### config.mk
export PLATFORM = sky130hd
export DESIGN_NAME = mem_port_arbiter
export DESIGN_NICKNAME = d
export VERILOG_FILES = /design/src/rtl/mem_port_arbiter.sv
export SDC_FILE = /design/constraint.sdc
export NUM_CORES = 1
export LEC_CHECK = 0
export CELL_PAD_IN_SITES_DETAIL_PLACEMENT = 0
export CELL_PAD_IN_SITES_GLOBAL_PLACEMENT = 1
export CORE_MARGIN = 10
export CORE_UTILIZATION = 31
export CTS_BUF_LIST = sky130_fd_sc_hd__clkbuf_2
export CTS_CLUSTER_DIAMETER = 60
export DETAILED_ROUTE_END_ITERATION = 10
export GPL_TIMING_DRIVEN = 0
export PLACE_DENSITY = 0.77
export SLEW_MARGIN = 20
export SYNTH_ARGS = -nofsm -noshare
export SYNTH_HDL_FRONTEND = slang
export SYNTH_SLANG_ARGS = --single-unit
### constraint.sdc
create_clock -name clock -period 2.1 [get_ports clock]
set_clock_uncertainty 0.1 [all_clocks]
set_input_delay 0.42 -clock clock [delete_from_list [all_inputs] [get_ports clock]]
set_output_delay 0.42 -clock clock [all_outputs]
set_load 0.01 [all_outputs]
### src/rtl/mem_port_arbiter.sv
// Arbitrates a fetch port and a data port onto one single-cycle memory with WAIT_CYCLES hold time.
// Round-robin arbitration when ARB_ROUND_ROBIN_EN is defined, fixed data-first priority otherwise.
module mem_port_arbiter #(
  parameter int unsigned WAIT_CYCLES = 1
) (
  input  logic        clock,
  input  logic        reset,
  input  logic        i_req,
  input  logic [31:0] i_addr,
  output logic        i_ack,
  output logic [31:0] i_rdata,
  input  logic        d_req,
  input  logic        d_we,
  input  logic [31:0] d_addr,
  input  logic [31:0] d_wdata,
  output logic        d_ack,
  output logic [31:0] d_rdata,
  output logic        mem_ren,
  output logic        mem_wen,
  output logic [31:0] mem_addr,
  output logic [31:0] mem_din,
  input  logic [31:0] mem_dout,
  output logic        busy
);

  typedef enum logic [1:0] {IDLE, ACCESS, RESP} state_t;

  state_t     state;
  logic [3:0] count;
  logic       owner_d;
  logic       pick_d;
  logic       gnt_vld;
  logic       gnt_d;

`ifdef ARB_ROUND_ROBIN_EN
  logic last_d;
  assign pick_d = d_req && (!i_req || !last_d);
`else
  assign pick_d = d_req;
`endif

  always_comb begin
    gnt_vld = 1'b0;
    gnt_d   = pick_d;
    case (state)
      IDLE: gnt_vld = i_req | d_req;
      RESP: begin
        gnt_d   = !owner_d;
        gnt_vld = owner_d ? i_req : d_req;
`ifndef ARB_ROUND_ROBIN_EN
        // A data port that keeps requesting sends us back through IDLE, where it wins again.
        if (owner_d && d_req) gnt_vld = 1'b0;
`endif
      end
      default: ;
    endcase
  end

  always_ff @(posedge clock or negedge reset) begin
    if (!reset) begin
      state    <= IDLE;
      count    <= 4'd0;
      owner_d  <= 1'b0;
      i_ack    <= 1'b0;
      d_ack    <= 1'b0;
      i_rdata  <= 32'd0;
      d_rdata  <= 32'd0;
      mem_ren  <= 1'b0;
      mem_wen  <= 1'b0;
      mem_addr <= 32'd0;
      mem_din  <= 32'd0;
      busy     <= 1'b0;
`ifdef ARB_ROUND_ROBIN_EN
      last_d   <= 1'b1;
`endif
    end else begin
      i_ack <= 1'b0;
      d_ack <= 1'b0;
      case (state)
        ACCESS: begin
          if (count == 4'd0) begin
            state    <= RESP;
            mem_ren  <= 1'b0;
            mem_wen  <= 1'b0;
            mem_addr <= 32'd0;
            mem_din  <= 32'd0;
            if (owner_d) begin
              d_ack <= 1'b1;
              if (mem_ren) d_rdata <= mem_dout;
            end else begin
              i_ack   <= 1'b1;
              i_rdata <= mem_dout;
            end
          end else begin
            count <= count - 4'd1;
          end
        end
        default: begin
          // IDLE and RESP share the grant path; the mem bus registers double as the request latch.
          if (gnt_vld) begin
            state    <= ACCESS;
            busy     <= 1'b1;
            count    <= 4'(WAIT_CYCLES);
            owner_d  <= gnt_d;
            mem_addr <= gnt_d ? d_addr : i_addr;
            mem_din  <= (gnt_d && d_we) ? d_wdata : 32'd0;
            mem_wen  <= gnt_d && d_we;
            mem_ren  <= !(gnt_d && d_we);
`ifdef ARB_ROUND_ROBIN_EN
            last_d   <= gnt_d;
`endif
          end else begin
            state <= IDLE;
            busy  <= 1'b0;
          end
        end
      endcase
    end
  end

endmodule

# Yosys cells after proc, flatten, opt, wreduce, memory -nomap -nowiden
# Cells that the tools add are included.
# word_totals
ff_bits	140
latch_bits	0
ramBits	0
rom_bits	0
output_inout_bits	133
wordCells	61
mem_count	0
# op_classes
n_addsub	1
multipliers	0
div	0
order_cmp	0
n_eq_ne	4
shift	0
mux	29
bitwise_logic	3
reduce_logical	12
# ops
operator	n
two-way mux 32 bit	7
two-way mux 1 bit	16
two-way mux 4 bit	3
AND reduction 2 bit	3
logical NOT 4 bit	1
two-way mux 2 bit	2
inequality test 2 bit (second input constant)	2
AND reduction 4 bit	1
subtractor 4 x 1 -> 4 bit (second input constant)	1
AND reduction 3 bit	1
== test 2 x 1 -> 1 bit (second input constant)	1
== test 2 bit (second input constant)	1
logical AND 1 bit	2
logical NOT 1 bit	2
logical NOT 2 bit	1
inverter 1 bit	2
one-hot mux 1 bit (2 select lines)	1
nonzero test 2 bit	1
OR 1 bit	1

# Longest topological paths before layout
# depth
depth_word	6
ltp_mapped	7
mapped_depth_nobuf	6

# Least setup slack after synthesis
# Ideal clock, no wire load.
# synth_path
path_type	register to register
start	reg count[0]
end	reg mem_addr[1]
setup_time_ns	0.125
t_arrival_ns	1.796
slack_ns	0.079
path_stages_with_launch	8
path_cell_list	dfrtp_1 inv_1 ha_1 nand2b_4 o21a_1 nor3_4 buf_6 mux2_2
# synth_via
elab_chain_cells	3
# synth_rtl
element	line	source
start: declaration	29	logic [3:0] count;
start signal: assignment	95	count <= count - 4'd1;
start signal: assignment	103	count <= 4'(WAIT_CYCLES);
logical NOT 4 bit	81	if (count == 4'd0) begin
inequality test 2 bit (no source line)	n/a	
AND reduction 2 bit (no source line)	n/a	
end signal: assignment	105	mem_addr <= gnt_d ? d_addr : i_addr;
end: declaration	20	output logic [31:0] mem_addr,
# Every way passes these cells.
# A chain may end at the register's enable or synchronous reset.

# Worst setup path after layout
# layout_path
start	reg count[1]
end	reg mem_addr[20]
# The elaborated chain is that of the path after synthesis.

==> results.json <==
{
  "status": "complete, no violations",
  "routed_wl_mm": 20.2,
  "crit_fanout": 5,
  "hpwlAfterDp_mm": 15.5,
  "portBuffers": 265,
  "synth_xor_area_share_pct": 0.279,
  "synth_edf_count": 0,
  "r2r-start": "count[1]$_DFFE_PN0P_",
  "fin_hold_ws_ps": 126,
  "synthCells": 451,
  "num_rows": 51,
  "fp.dieH_um": 162,
  "area_delta_synth_final_pct": 57.6,
  "ys.flop_type": "dfrtp_1",
  "p_per_area_nw_per_um2": 1380,
  "ir_drop_uv": 502,
  "synth_cell_types": 36,
  "first_iter_violations": 215,
  "drtAntennaViolNets": 0,
  "seqPwrFrac_pct": 32.7,
  "seq_area_um2": 3500,
  "drive_gt1_share_pct": 26.9,
  "power_frac_clock_pct": 13.8,
  "die_w_um": 162,
  "crit_start": "count[1]$_DFFE_PN0P_",
  "pwr-share-comb_pct": 53.4,
  "cts.sinks": 140,
  "yosys.area_share.simple_pct": 3.05,
  "totalPowerFinal_mw": 13.6,
  "num_vias": 4991,
  "cp_slowest_cell": "dfrtp_1",
  "antenna_found_initial": 1,
  "cts_buffers": 17,
  "dieArea_um2": 26300,
  "ys_seq_area_share_pct": 55.9,
  "io-pin-count": 266,
  "yosysTopAreaCellShare_pct": 55.9,
  "max_stage_delay_ps": 430,
  "finalNonFillerCells": 1050,
  "min_path_type": "input port to asynchronous set/reset pin",
  "cp-start-kind": "flop",
  "place_congestion": 0.789,
  "internal_power_mw": 8.64,
  "maxSlewHeadroom_pct": 51.7,
  "yosysTopAreaCell": "dfrtp_1",
  "arrival_ps": 2570,
  "grt_use_total_pct": 15.0,
  "synth.top_cells.by_count": "dfrtp_1, mux2_2, mux2i_1",
  "cts_tree": "yes",
  "layout.nets": 906,
  "wl_per_cell_um": 19.3,
  "syn_area_um2": 6270,
  "synth_nets": 586,
  "clkLatencyLatePin_ps": 700,
  "vias_per_cell": 4.75,
  "cts_root_buffer": "clkbuf_2",
  "synth_warnings": 0,
  "fillCellCount": 1808,
  "drc_errors": 0,
  "post-route-min-period_ps": 2060,
  "synth_mux_area_share_pct": 27.6,
  "dpl.cell_count": 982,
  "finalSetupViolCount": 0,
  "path_cells": "inv_2 > ha_4 > nand2b_4 > o21a_4 > nor3_4 > buf_6 > clkbuf_16 > mux2_2",
  "post-route-period-util_pct": 98.0,
  "switching_share_pct": 36.6,
  "synth_area_leaders": "dfrtp_1, mux2_2, mux2i_1",
  "p_leak_nw": 4.67,
  "ys_async_sr_fraction_pct": 100,
  "cts.clk_slew.worst_paths_ps": 230,
  "r2r_slack_ps": 40,
  "required_ps": 2610,
  "drv_cap": 0,
  "ys_seq_elements": 140,
  "path_class": "flop to flop",
  "cp-endpoint": "mem_addr[20]$_DFFE_PN0P_",
  "r2r_cells": 8,
  "yosysMostFrequentCell": "dfrtp_1",
  "synth_fa_ha_area_share_pct": 0.399,
  "maxSlewViolCount": 0,
  "grt_pass1_vias": 5417,
  "syn_area_per_cell_um2": 13.9,
  "start_util_pct": 31.9,
  "synth-compound-area-share_pct": 9.64,
  "fmax_mhz": 486,
  "utilization_pct": 50.3,
  "multiInputGateArea_um2": 2640,
  "fin_setup_tns_ps": 0,
  "hold_viol_final": 0,
  "end_kind": "flop",
  "placeableCoreArea_um2": 19700,
  "clockBufferDepth": 2,
  "dr.pass1.iters": 6,
  "synth_top_family_by_area": "multiplexers",
  "grt_pass1_wl_mm": 31.2,
  "tightest_slew_ps": 720,
  "grt_overflow_total": 0,
  "p_sw_mw": 4.99,
  "cts-htree-levels": 4,
  "reg2reg_to": "mem_addr[20]$_DFFE_PN0P_",
  "grt_max_degree": 102
}
-- kinds of logic (layout without fill, tap and decap cells) --
group | count (synthesis) | after routing
AO/OA/AOI/OAI | 82 | 82
XOR/XNOR | 2 | 2
adder cells (fa/ha/maj) | 2 | 2
buffers and inverters | 37 | 370
flip-flops | 140 | 140
multiplexers | 161 | 161
other | 0 | 1
AND/OR/NAND/NOR | 27 | 27
-- area by class of cell --
cell class,count,area share [%]
Antenna cell,1,0.0253
Buffer,32,1.90
Clock buffer,18,0.912
Clock inverter,14,2.09
Inverter,4,0.152
Multi-Input combinational cell,274,26.7
Sequential cell,140,35.5
Tap cell,265,3.36
Timing Repair Buffer,302,29.4
-- metal layers --
| layer | track usage [%] | share of wire, % | vias up |
|---|---|---|---|
| li1 | - | - | 2318 |
| met2 | 26.2 | 52 | 147 |
| met5 | 0 | 0 | - |
| met1 | 17.0 | 40 | 2508 |
| met4 | 4.51 | 1.5 | 0 |
| met3 | 4.95 | 5.9 | 18 |
-- power by group through the flow --
| stage | logic [mW] | clock network [mW] | registers [mW] |
|---|---|---|---|
| 5_1_grt | 7.81 | 2.10 | 4.60 |
| 3_3_place_gp | 7.06 | 0 | 4.48 |
| 6_report | 7.28 | 1.89 | 4.46 |
| 4_1_cts | 6.72 | 1.98 | 4.42 |
| 2_1_floorplan | 3.16 | 0 | 4.99 |
| 3_5_place_dp | 7.23 | 0 | 4.52 |
-- worst max-delay path, delay by kind of cell, from the launching register on --
family,cells,cell delay [ps]
buffers and inverters,3,420
flip-flops,1,430
AND/OR/NAND/NOR,2,320
multiplexers,1,330
AO/OA/AOI/OAI,1,230
adder cells (fa/ha/maj),1,140
-- cells in the final DEF (no fill, tap or decap), drive strengths merged, types with 4 or more instances in the layout --
cell type	n
nor3	5
mux2	97
dfrtp	140
mux2i	64
a22o	33
buf	58
inv	10
nand2	6
o22ai	34
clkdlybuf4s15	63
dlygate4sd2	64
bufinv	4
clkdlybuf4s50	131
clkbuf	35
nand2b	4
-- registers in the layout (all words and copies together) (netlist names) --
name	cells
busy	1
i_rdata	32
mem_addr	32
i_ack	1
d_rdata	32
mem_wen	1
mem_din	32
owner_d	1
mem_ren	1
count	4
d_ack	1
state	2
-- worst min path at each step --
stage / startpoint / to / slack, ps / depth (start not counted)
floorplan: reset / busy$_DFFE_PN0N_ / 20 / 0
global placement: mem_wen$_DFFE_PN0P_ / mem_wen$_DFFE_PN0P_ / 370 / 1
detailed placement: reset / d_rdata[25]$_DFFE_PN0P_ / 230 / 1
CTS: reset / d_rdata[25]$_DFFE_PN0P_ / 7 / 3
global route: reset / i_rdata[23]$_DFFE_PN0P_ / 20 / 3
finish: reset / d_rdata[23]$_DFFE_PN0P_ / 130 / 3
-- stage by stage --
step	setup WS [ps]	instance area (um^2)
final	41.8	9880
after floorplan	78.9	6270
after global placement	-5000	9250
after global routing	-11.2	9880
after detailed placement	-541	9290
after CTS	1.89	9580
-- repair_timing --
item | CTS | global route
hold buffers | 2 | 0
gates resized for setup | 140 | 97
buffers inserted | 15 | 17
pin swaps | 2 | 2
gates cloned | 0 | 2
endpoints found under the hold margin | 140 | 0
setup endpoints to repair | 223 | 130
(Power assumes the default switching activity.)
